## config.mk

```make
export PLATFORM = sky130hd
export DESIGN_NAME = fetch_npc_gen_flat
export DESIGN_NICKNAME = d
export VERILOG_FILES = /design/src/rtl/fetch_npc_gen_pkg.sv /design/src/rtl/fetch_npc_gen_if.sv /design/src/rtl/fetch_skid2.sv /design/src/rtl/fetch_npc_gen.sv /design/src/flat_wrapper.sv
export SDC_FILE = /design/constraint.sdc
export NUM_CORES = 1
export LEC_CHECK = 0
export CORE_MARGIN = 1.5
export CORE_UTILIZATION = 27
export CTS_CLUSTER_SIZE = 30
export DETAILED_ROUTE_END_ITERATION = 10
export GPL_TIMING_DRIVEN = 0
export PLACE_DENSITY = 0.59
export REMOVE_ABC_BUFFERS = 1
export SYNTH_ARGS = -nofsm -noshare
export SYNTH_HDL_FRONTEND = slang
export SYNTH_SLANG_ARGS = --single-unit
export TNS_END_PERCENT = 100
```

## constraint.sdc

```tcl
create_clock -name clk -period 2.5 [get_ports clk]
set_clock_uncertainty 0.15 [all_clocks]
set_input_delay 0.25 -clock clk [delete_from_list [all_inputs] [get_ports clk]]
set_output_delay 0.25 -clock clk [all_outputs]
set_load 0.01 [all_outputs]
```

## src/rtl/fetch_npc_gen_pkg.sv

```systemverilog
// Shared constants and types for the next-PC generator slice.
// Holds address width, fetch-group alignment and FSM state encodings.
package fetch_npc_gen_pkg;

   localparam int NPC_ADDR_LEN = 32;
   localparam int ADDR_LEN     = NPC_ADDR_LEN;
   localparam int FETCH_ALIGN  = 3;

   typedef enum logic [1:0] {
      NPC_BUBBLE = 2'd0,
      NPC_RUN    = 2'd1,
      NPC_STALL  = 2'd2
   } npc_state_e;

endpackage

```

## src/rtl/fetch_npc_gen_if.sv

```systemverilog
// Fetch-group handshake from the next-PC generator to decode.
// master: drives out_valid/out_pc/out_inv2/out_pred_*; slave: drives out_ready.
interface fetch_npc_gen_if #(
   parameter int AW = 32
);
   logic          out_valid;
   logic          out_ready;
   logic [AW-1:0] out_pc;
   logic          out_inv2;
   logic          out_pred_taken;
   logic [AW-1:0] out_pred_tgt;

   modport master (
      output out_valid, out_pc, out_inv2,
      output out_pred_taken, out_pred_tgt,
      input  out_ready
   );

   modport slave (
      input  out_valid, out_pc, out_inv2,
      input  out_pred_taken, out_pred_tgt,
      output out_ready
   );
endinterface

```

## src/rtl/fetch_skid2.sv

```systemverilog
// Two-entry FIFO skid buffer with flush; head entry drives dout_o.
// Ports: push_i/din_i in, ready_i/valid_o/dout_o out, space_o = can push now.
module fetch_skid2 #(
   parameter int W = 8
) (
   input  logic         clk,
   input  logic         reset,
   input  logic         flush_i,
   input  logic         push_i,
   input  logic [W-1:0] din_i,
   input  logic         ready_i,
   output logic         valid_o,
   output logic [W-1:0] dout_o,
   output logic         space_o
);
   logic [W-1:0] e0_q, e0_d, e1_q, e1_d;
   logic [1:0]   cnt_q, cnt_d;
   logic         pop;

   assign valid_o = (cnt_q != 2'd0);
   assign pop     = valid_o & ready_i;
   // A pop from a full buffer frees a slot in the same cycle.
   assign space_o = (cnt_q != 2'd2) | pop;
   assign dout_o  = e0_q;

   always_comb begin
      e0_d  = e0_q;
      e1_d  = e1_q;
      cnt_d = cnt_q;
      if (flush_i) begin
         cnt_d = 2'd0;
      end else begin
         unique case ({push_i, pop})
            2'b11: begin
               if (cnt_q == 2'd2) begin
                  e0_d = e1_q;
                  e1_d = din_i;
               end else begin
                  e0_d = din_i;
               end
            end
            2'b01: begin
               e0_d  = e1_q;
               cnt_d = cnt_q - 2'd1;
            end
            2'b10: begin
               if (cnt_q == 2'd0) e0_d = din_i;
               else               e1_d = din_i;
               cnt_d = cnt_q + 2'd1;
            end
            default: ;
         endcase
      end
   end

   always_ff @(posedge clk) begin
      if (reset) begin
         e0_q  <= '0;
         e1_q  <= '0;
         cnt_q <= 2'd0;
      end else begin
         e0_q  <= e0_d;
         e1_q  <= e1_d;
         cnt_q <= cnt_d;
      end
   end
endmodule

```

## src/rtl/fetch_npc_gen.sv

```systemverilog
// Next-PC generator: picks redirect/predicted/sequential/hold PC and issues
// 2-wide fetch groups via out_if; btb_* is the same-cycle BTB lookup.
// Optional NPC_PHT_GATE_EN: a BTB hit is taken only when pht_taken is set.
module fetch_npc_gen
   import fetch_npc_gen_pkg::*;
#(
   parameter int                  ADDR_LEN   = NPC_ADDR_LEN,
   parameter logic [ADDR_LEN-1:0] RESET_PC   = '0,
   parameter int                  BUBBLE_CYC = 1
) (
   input  logic                clk,
   input  logic                reset,
   output logic [ADDR_LEN-1:0] btb_pc,
   output logic                btb_invalid2,
   input  logic                btb_hit,
   input  logic [ADDR_LEN-1:0] btb_jmpaddr,
   input  logic                pht_taken,
   input  logic                redirect,
   input  logic [ADDR_LEN-1:0] redirect_pc,
   fetch_npc_gen_if.master     out_if
);
   localparam int         W       = 2 * ADDR_LEN + 2;
   localparam int         HI      = ADDR_LEN - FETCH_ALIGN;
   localparam logic [1:0] BCNT    = 2'(BUBBLE_CYC);
   localparam npc_state_e ST_INIT =
      (BUBBLE_CYC == 0) ? NPC_RUN : NPC_BUBBLE;

   npc_state_e          state_q, state_d;
   logic [1:0]          cnt_q, cnt_d;
   logic [ADDR_LEN-1:0] pc_q, pc_d;
   logic [ADDR_LEN-1:0] seq_pc, tgt;
   logic                taken, push, space;
   logic [W-1:0]        dout;

   assign btb_pc       = pc_q;
   assign btb_invalid2 = pc_q[2];
   assign seq_pc = {pc_q[ADDR_LEN-1:FETCH_ALIGN] + HI'(1),
                    {FETCH_ALIGN{1'b0}}};

`ifdef NPC_PHT_GATE_EN
   assign taken = btb_hit & pht_taken;
`else
   logic unused_pht;
   assign unused_pht = pht_taken;
   assign taken      = btb_hit;
`endif

   assign tgt = taken ? btb_jmpaddr : '0;

   always_ff @(posedge clk) begin
      if (reset) begin
         state_q <= ST_INIT;
         cnt_q   <= BCNT;
         pc_q    <= RESET_PC;
      end else begin
         state_q <= state_d;
         cnt_q   <= cnt_d;
         pc_q    <= pc_d;
      end
   end

   always_comb begin
      state_d = state_q;
      cnt_d   = cnt_q;
      pc_d    = pc_q;
      if (redirect) begin
         state_d = ST_INIT;
         cnt_d   = BCNT;
         pc_d    = redirect_pc;
      end else begin
         unique case (state_q)
            NPC_BUBBLE: begin
               cnt_d = cnt_q - 2'd1;
               if (cnt_q <= 2'd1) state_d = NPC_RUN;
            end
            NPC_RUN: begin
               if (space) pc_d = taken ? btb_jmpaddr : seq_pc;
               else       state_d = NPC_STALL;
            end
            NPC_STALL: begin
               if (space) state_d = NPC_RUN;
            end
            default: state_d = ST_INIT;
         endcase
      end
   end

   always_comb begin
      push = !redirect && (state_q == NPC_RUN) && space;
   end

   fetch_skid2 #(.W(W)) u_skid (
      .clk     (clk),
      .reset   (reset),
      .flush_i (redirect),
      .push_i  (push),
      .din_i   ({pc_q, pc_q[2], taken, tgt}),
      .ready_i (out_if.out_ready),
      .valid_o (out_if.out_valid),
      .dout_o  (dout),
      .space_o (space)
   );

   assign {out_if.out_pc, out_if.out_inv2,
           out_if.out_pred_taken, out_if.out_pred_tgt} = dout;
endmodule

```

## src/flat_wrapper.sv

```systemverilog
// flat-port wrapper written by rule: the top's interface ports become plain ports
module fetch_npc_gen_flat import fetch_npc_gen_pkg::*;
#(
   parameter int                  ADDR_LEN   = NPC_ADDR_LEN,
   parameter logic [ADDR_LEN-1:0] RESET_PC   = '0,
   parameter int                  BUBBLE_CYC = 1
)
  (clk, reset, btb_pc, btb_invalid2, btb_hit, btb_jmpaddr, pht_taken, redirect, redirect_pc, out_if_out_valid, out_if_out_pc, out_if_out_inv2, out_if_out_pred_taken, out_if_out_pred_tgt, out_if_out_ready);
  fetch_npc_gen_if #(.AW(32)) out_if_i ();
  input  logic clk;
  input  logic reset;
  output logic [ADDR_LEN-1:0] btb_pc;
  output logic btb_invalid2;
  input  logic btb_hit;
  input  logic [ADDR_LEN-1:0] btb_jmpaddr;
  input  logic pht_taken;
  input  logic redirect;
  input  logic [ADDR_LEN-1:0] redirect_pc;
  output wire logic [$bits(out_if_i.out_valid)-1:0] out_if_out_valid;
  output wire logic [$bits(out_if_i.out_pc)-1:0] out_if_out_pc;
  output wire logic [$bits(out_if_i.out_inv2)-1:0] out_if_out_inv2;
  output wire logic [$bits(out_if_i.out_pred_taken)-1:0] out_if_out_pred_taken;
  output wire logic [$bits(out_if_i.out_pred_tgt)-1:0] out_if_out_pred_tgt;
  input wire logic [$bits(out_if_i.out_ready)-1:0] out_if_out_ready;
  assign out_if_out_valid = out_if_i.out_valid;
  assign out_if_out_pc = out_if_i.out_pc;
  assign out_if_out_inv2 = out_if_i.out_inv2;
  assign out_if_out_pred_taken = out_if_i.out_pred_taken;
  assign out_if_out_pred_tgt = out_if_i.out_pred_tgt;
  assign out_if_i.out_ready = out_if_out_ready;
  fetch_npc_gen #(.ADDR_LEN(ADDR_LEN), .RESET_PC(RESET_PC), .BUBBLE_CYC(BUBBLE_CYC)) u_core (.clk(clk), .reset(reset), .btb_pc(btb_pc), .btb_invalid2(btb_invalid2), .btb_hit(btb_hit), .btb_jmpaddr(btb_jmpaddr), .pht_taken(pht_taken), .redirect(redirect), .redirect_pc(redirect_pc), .out_if(out_if_i));
endmodule
```

==> impl_results.md, run 1 <==
- Most used DFF post-synth: dfxtp_1
- CTS tree: yes
- Pwr Density: 618 mW/mm^2
- Initial core utilization: 0.275
- # port buffers: 168
- Switching part of the total: 0.267
- CP max stage cell: dfxtp_1
- Mapped cell area: 0.00791 sq mm
- Vias per cell: 5.12
- Post-synth cell types: 68
- Adder-cell share of the synthesized area: 0.00316
- Psw: 1.74 mW
- Worst-path cell chain: ha_1, nand3_1, nor3_1, a21o_1, a21oi_1, o32ai_1
- Clock latency on the worst-skew pair: 440 ps
- Slew Viols, Final: 0
- Final Cycle Share: 0.916
- Fraction of layout cells with a size suffix above 1: 0.0667
- Main combinational cell family by area after synthesis: simple AND/OR/NAND/NOR gates
- Slew @ Worst Pin: 1020 ps
- First-pass GRT wire length: 41.6 mm
- Avg Cell Area, Syn: 7.73 sq um
- Seq/Total Area, Yosys: 0.425
- Post-Synth XOR/XNOR Area: 0.0199
- Most common cell after layout, fill and taps aside: nand2_1
- Crit path largest cell delay: 490 ps
- CP delay by family, top: simple AND/OR/NAND/NOR gates
- Largest net degree at the start of global routing: 109
- Seq cells post-synth: 168
- Unrepaired setup endpoints after global routing: false
- Die Wd: 174 um
- Simple-gate share of the synthesized area: 0.279
- CP max FO: 8
- WHS: 81.4 ps
- Drt drc: 0
- Total gr overflow: 0
- MaxCap Viol Count: 0
- Comb pwr share: 0.131
- Power Total: 6.51 mW
- Die H: 174 um
- Root buffer cell: clkbuf_16
- Required @ worst endpoint: 2700 ps
- CP Buf/Inv Count: 0
- Worst hold path type: input port to flip-flop
- Drt total wl: 27.9 mm
- Core Area: 0.0288 sq mm
- Most frequent cells in the layout: nand2_1 (225), dfxtp_1 (168), clkdlybuf4s50_1 (165)
- First-pass DRT Iterations: 7
- Vias in the first global route: 7164
- CTS Sinks: 168
- Setup tns final: 0 ps
- Post-synth EDFFs: 0
- Startpoint types: flip-flop
- Finished Layout Cells: 1523
- Power share of the clock group: 0.423
- # placed instances: 1484
- Vias: 7800
- Area growth syn-to-layout: 33.1%
- Share of power burned in registers: 0.446
- Die area: 0.0303 sq mm
- Overall Global Routing Usage: 0.173
- Run status: finished clean
- Rel. slew slack: 0.321
- CTS clk-pin slew, worst paths: 70 ps
- WL/cell: 18.3 um
- ANT nets after route: 0
- Final setup viols: 0
- VDD IR-drop max: 0.322 mV
- Antenna violations before repair: 1
- Synth async-reset ratio: 0
- Fin. Hold Viols: 0
- Placed instance area: 0.00982 sq mm
- Leakage power: 3.43 nW
- Synth Area in Compound Gates: 0.202
- Fin nets: 1198
- Yosys Warn Count: 0
- N_diodes: 0
- Num rows: 62
- Final HPWL DP: 17.0 mm
- WP data arrival: 2490 ps
- # IOs: 170
- Synth Instances: 1024
- Tmin final: 2290 ps
- RePlAce Congestion: 0.728
- Clk buf depth: 2
- H-tree Lvls: 4
- Internal Pwr Total: 4.77 mW
- Finished Cell Area: 0.0105 sq mm
- Setup CP Type: flip-flop to flip-flop
- DRT iter0 DRCs: 685
- Max Clk Rate: 437 MHz
- Total CTS buffers: 17
- Mux share of post-synthesis cell area: 0.00379
- Worst setup EP type: flip-flop
## kinds of logic after synthesis
group                    after synthesis
flip-flops                           168
buffers and inverters                112
multiplexers                           3
AND/OR/NAND/NOR                      492
AO/OA/AOI/OAI                        229
adder cells (fa/ha/maj)                2
XOR/XNOR                              18
## power groups by stage
stage          logic [mW]  registers [mW]  clock network, mW
2_1_floorplan       0.289            2.97                  0
3_3_place_gp        0.841            2.96                  0
3_5_place_dp        0.841            2.96                  0
4_1_cts             0.848            2.90               2.83
5_1_grt             0.925            2.92               2.95
6_report            0.850            2.90               2.76
## state kept, by name, indices dropped and copies added, names as in the netlist
signal                flops
u_core.u_skid.cnt_q       2
u_core.cnt_q              2
u_core.state_q            2
u_core.u_skid.e1_q       65
u_core.btb_pc            32
u_core.u_skid.dout_o     65
## timing repair
action	in CTS	in global routing
endpoints found under the setup margin	57	82
pin swaps	1	1
setup buffers	0	1
hold buffers	1	0
gates cloned	1	4
gates resized for setup	2	8
hold endpoints to repair	1	0
## path summary, 6_finish.rpt
check	from	slack, ps	depth (start not counted)	endpoint
worst max-delay path	u_core.btb_pc[3]$_SDFFE_PP0P_	210	6	u_core.btb_pc[13]$_SDFFE_PP0P_
worst min-delay path	reset	80	2	u_core.u_skid.e1_q[7]$_SDFFE_PP0P_
worst max register to register	u_core.btb_pc[3]$_SDFFE_PP0P_	210	6	u_core.btb_pc[13]$_SDFFE_PP0P_
worst min register to register	u_core.u_skid.e1_q[64]$_SDFFE_PP0P_	310	2	u_core.u_skid.e1_q[64]$_SDFFE_PP0P_
## synth_stat cells, types with 6 or more instances
library cell  number  area [sq um]
nand2_1          226           848
dfxtp_1          168          3360
nor2_1           102           383
a21oi_1           89           445
nand3_1           81           405
a311oi_1          64           561
clkbuf_1          54           203
buf_2             27           135
and3_1            18           113
o21ai_0           16          80.1
a211oi_1          14           105
nand2b_1          12          75.1
xnor2_1           12           105
inv_1             10          37.5
nor3_1             9          45.0
nor4_1             9          56.3
o32ai_1            8          70.1
buf_6              7          78.8
buf_4              6          45.0
o211ai_1           6          45.0
xor2_1             6          52.6
## worst reg2reg max path: stages, from the launching register on
cell     delay [ps]
dfxtp_1         490
ha_1            290
nand3_1         300
nor3_1          490
a21o_1          180
a21oi_1          60
o32ai_1         250
## stage by stage
| stage | setup WS [ps] | utilization |
|---|---|---|
| after CTS | 19.9 | 0.363 |
| after detailed placement | -737 | 0.341 |
| after global routing | 36.0 | 0.366 |
| after global placement | -4900 | 0.333 |
| after floorplan | -1740 | - |
| final | 211 | 0.366 |
## metal layers
metal | global-route usage | vias to the layer above | wire (um)
met1 | 0.236 | 3734 | 13200
met3 | 0.0424 | 19 | 1730
li1 | - | 3818 | -
met4 | 0.0438 | 0 | 323
met5 | 0 | - | 0
met2 | 0.273 | 229 | 12700
## area by class of cell
cell class / count / area, sq um
Sequential cell: 168 / 3360
Timing Repair Buffer: 180 / 1920
Clock inverter: 12 / 143
Clock buffer: 20 / 467
Fill cell: 2983 / 18200
Tap cell: 384 / 480
Multi-Input combinational cell: 749 / 4130
Inverter: 10 / 37.5
Power figures use the tool's default switching activity.
==> run 2: changes to the inputs <==
--- a/config.mk
+++ b/config.mk
@@ -9,7 +9,6 @@
 export CORE_UTILIZATION = 27
 export CTS_CLUSTER_SIZE = 30
 export DETAILED_ROUTE_END_ITERATION = 10
-export GPL_TIMING_DRIVEN = 0
 export PLACE_DENSITY = 0.59
 export REMOVE_ABC_BUFFERS = 1
 export SYNTH_ARGS = -nofsm -noshare
==> run 2 against run 1 <==
- combinational power increased by 8.1%
- global-route usage decreased by 0.14 points
- die area unchanged
- sequential power decreased by 1%
- via count decreased by 0.37%
- sequential share of layout area decreased by 0.19 points
- power decreased by 2.7%
- critical path type unchanged
- critical endpoint is now u_core.btb_pc[27]$_SDFFE_PP0P_
- largest cell class unchanged
- largest power group unchanged
==> impl_results.md, run 2 (synthesis gave the netlist of run 1 again) <==
- Drt drc: 0
- Total CTS buffers: 17
- Core Area: 0.0288 sq mm
- Drt total wl: 25.9 mm
- Setup tns final: 0 ps
- MaxCap Viol Count: 0
- H-tree Lvls: 4
- Pwr Density: 598 mW/mm^2
- Most frequent cells in the layout: nand2_1 (226), dfxtp_1 (168), clkdlybuf4s50_1 (165)
- Initial core utilization: 0.275
- Die H: 174 um
- Worst Setup SP: u_core.state_q[0]$_SDFFE_PP0P_
- Worst setup EP type: flip-flop
- Internal Pwr Total: 4.72 mW
- CP max stage cell: or3b_2
- Comb pwr share: 0.145
- Die area: 0.0303 sq mm
- Area growth syn-to-layout: 33.9%
- WP data arrival: 2330 ps
- Startpoint types: flip-flop
- Switching part of the total: 0.256
- Max Clk Rate: 464 MHz
- CP delay by family, top: simple AND/OR/NAND/NOR gates
- First-pass GRT wire length: 41.4 mm
- Fin nets: 1223
- Slew Viols, Final: 0
- # IOs: 170
- Psw: 1.62 mW
- # port buffers: 168
- VDD IR-drop max: 0.343 mV
- Rel. slew slack: 0.593
- Vias in the first global route: 7386
- Met2 WL: 11.9 mm
- N_diodes: 0
- Slew @ Worst Pin: 609 ps
- Num rows: 62
- Power share of the clock group: 0.404
- ANT nets after route: 0
- CTS tree: yes
- R2r startpoint: u_core.state_q[0]$_SDFFE_PP0P_
- Highest metal used: met5
- Fin. Hold Viols: 0
- Met1 Wirelength: 12.2 mm
- WL met3: 1.66 mm
- Largest net degree at the start of global routing: 105
- Root buffer cell: clkbuf_16
- CP Buf/Inv Count: 0
- First-pass DRT Iterations: 5
- Vias: 7771
- Clock latency on the worst-skew pair: 430 ps
- Crit path largest cell delay: 610 ps
- Worst hold path type: input port to flip-flop
- Setup CP Type: flip-flop to flip-flop
- Total gr overflow: 0
- Die Wd: 174 um
- Vias per cell: 5.02
- CTS Sinks: 168
- CTS clk-pin slew, worst paths: 60 ps
- Final setup viols: 0
- Post-CTS Setup Inserts: 0
- Placed instance area: 0.0100 sq mm
- Unrepaired setup endpoints after global routing: false
- CP max FO: 10
- Final HPWL DP: 17.6 mm
- Finished Cell Area: 0.0106 sq mm
- Hold_buf cts: 0
- Tmin final: 2150 ps
- Antenna violations before repair: 1
- Overall Global Routing Usage: 0.172
- Required @ worst endpoint: 2670 ps
- DRT iter0 DRCs: 659
- RePlAce Congestion: 0.801
- WL/cell: 16.8 um
- Cts repair resizes: 0
- Worst-path cell chain: or3b_2, nor2_4, nand2_1, o32ai_1
- Final Cycle Share: 0.861
- Leakage power: 3.51 nW
- Fraction of layout cells with a size suffix above 1: 0.0808
- Share of power burned in registers: 0.451
- Hold path start: reset
- Most common cell after layout, fill and taps aside: nand2_1
- Clk buf depth: 2
- Run status: finished clean
run 2: cell types whose count changed in the layout (fill, tap and decap cells not counted), sizes merged:
cell	delta
a21oi	-1
buf	+31
clkbuf	+2
clkinv	-1
dlygate4sd3	-1
inv	-2
nor2	-1
or2	-3
run 2: worst paths after layout:
check | cells after the start | endpoint | slack (ps)
setup / recovery | 4 | u_core.btb_pc[27]$_SDFFE_PP0P_ | 350
hold reg to reg | 2 | u_core.u_skid.e1_q[51]$_SDFFE_PP0P_ | 300
setup reg to reg | 4 | u_core.btb_pc[27]$_SDFFE_PP0P_ | 350
hold / removal | 2 | u_core.u_skid.e1_q[50]$_SDFFE_PP0P_ | 40
run 2: per-stage QoR:
step                      cells  power [mW]   util  worst slack [ps]  hold WS [ps]
final                      1547        6.34  0.368               347          39.5
after global routing       1547        6.63  0.368               206          29.1
after CTS                  1547        6.42  0.368               315          15.7
after detailed placement   1516        3.84  0.349              90.5           297
after global placement     1516        3.83  0.349               120           292
after floorplan             922        3.26      -             -1740           169
run 2: routing by layer:
layer,GRT usage,vias up
met5,0,-
met4,0.0363,2
met3,0.0444,17
met2,0.276,202
met1,0.231,3695
li1,-,3855
run 2: worst reg2reg max path: stages, from the launching register on:
cell	delay, ps
dfxtp_1	480
or3b_2	610
nor2_4	290
nand2_1	310
o32ai_1	220
run 2: area by class of cell:
class / instances / area [sq um]
Clock buffer: 22 / 454
Clock inverter: 9 / 101
Fill cell: 3026 / 18200
Inverter: 10 / 37.5
Multi-Input combinational cell: 744 / 4040
Sequential cell: 168 / 3360
Tap cell: 384 / 480
Timing Repair Buffer: 210 / 2120
run 2: power groups by stage:
stage               clock, mW  sequential, mW  combinational [mW]
floorplan                   0            2.97               0.289
global placement            0            2.92               0.916
detailed placement          0            2.92               0.926
CTS                      2.63            2.86               0.929
global route             2.75            2.87                1.00
finish                   2.56            2.86               0.919
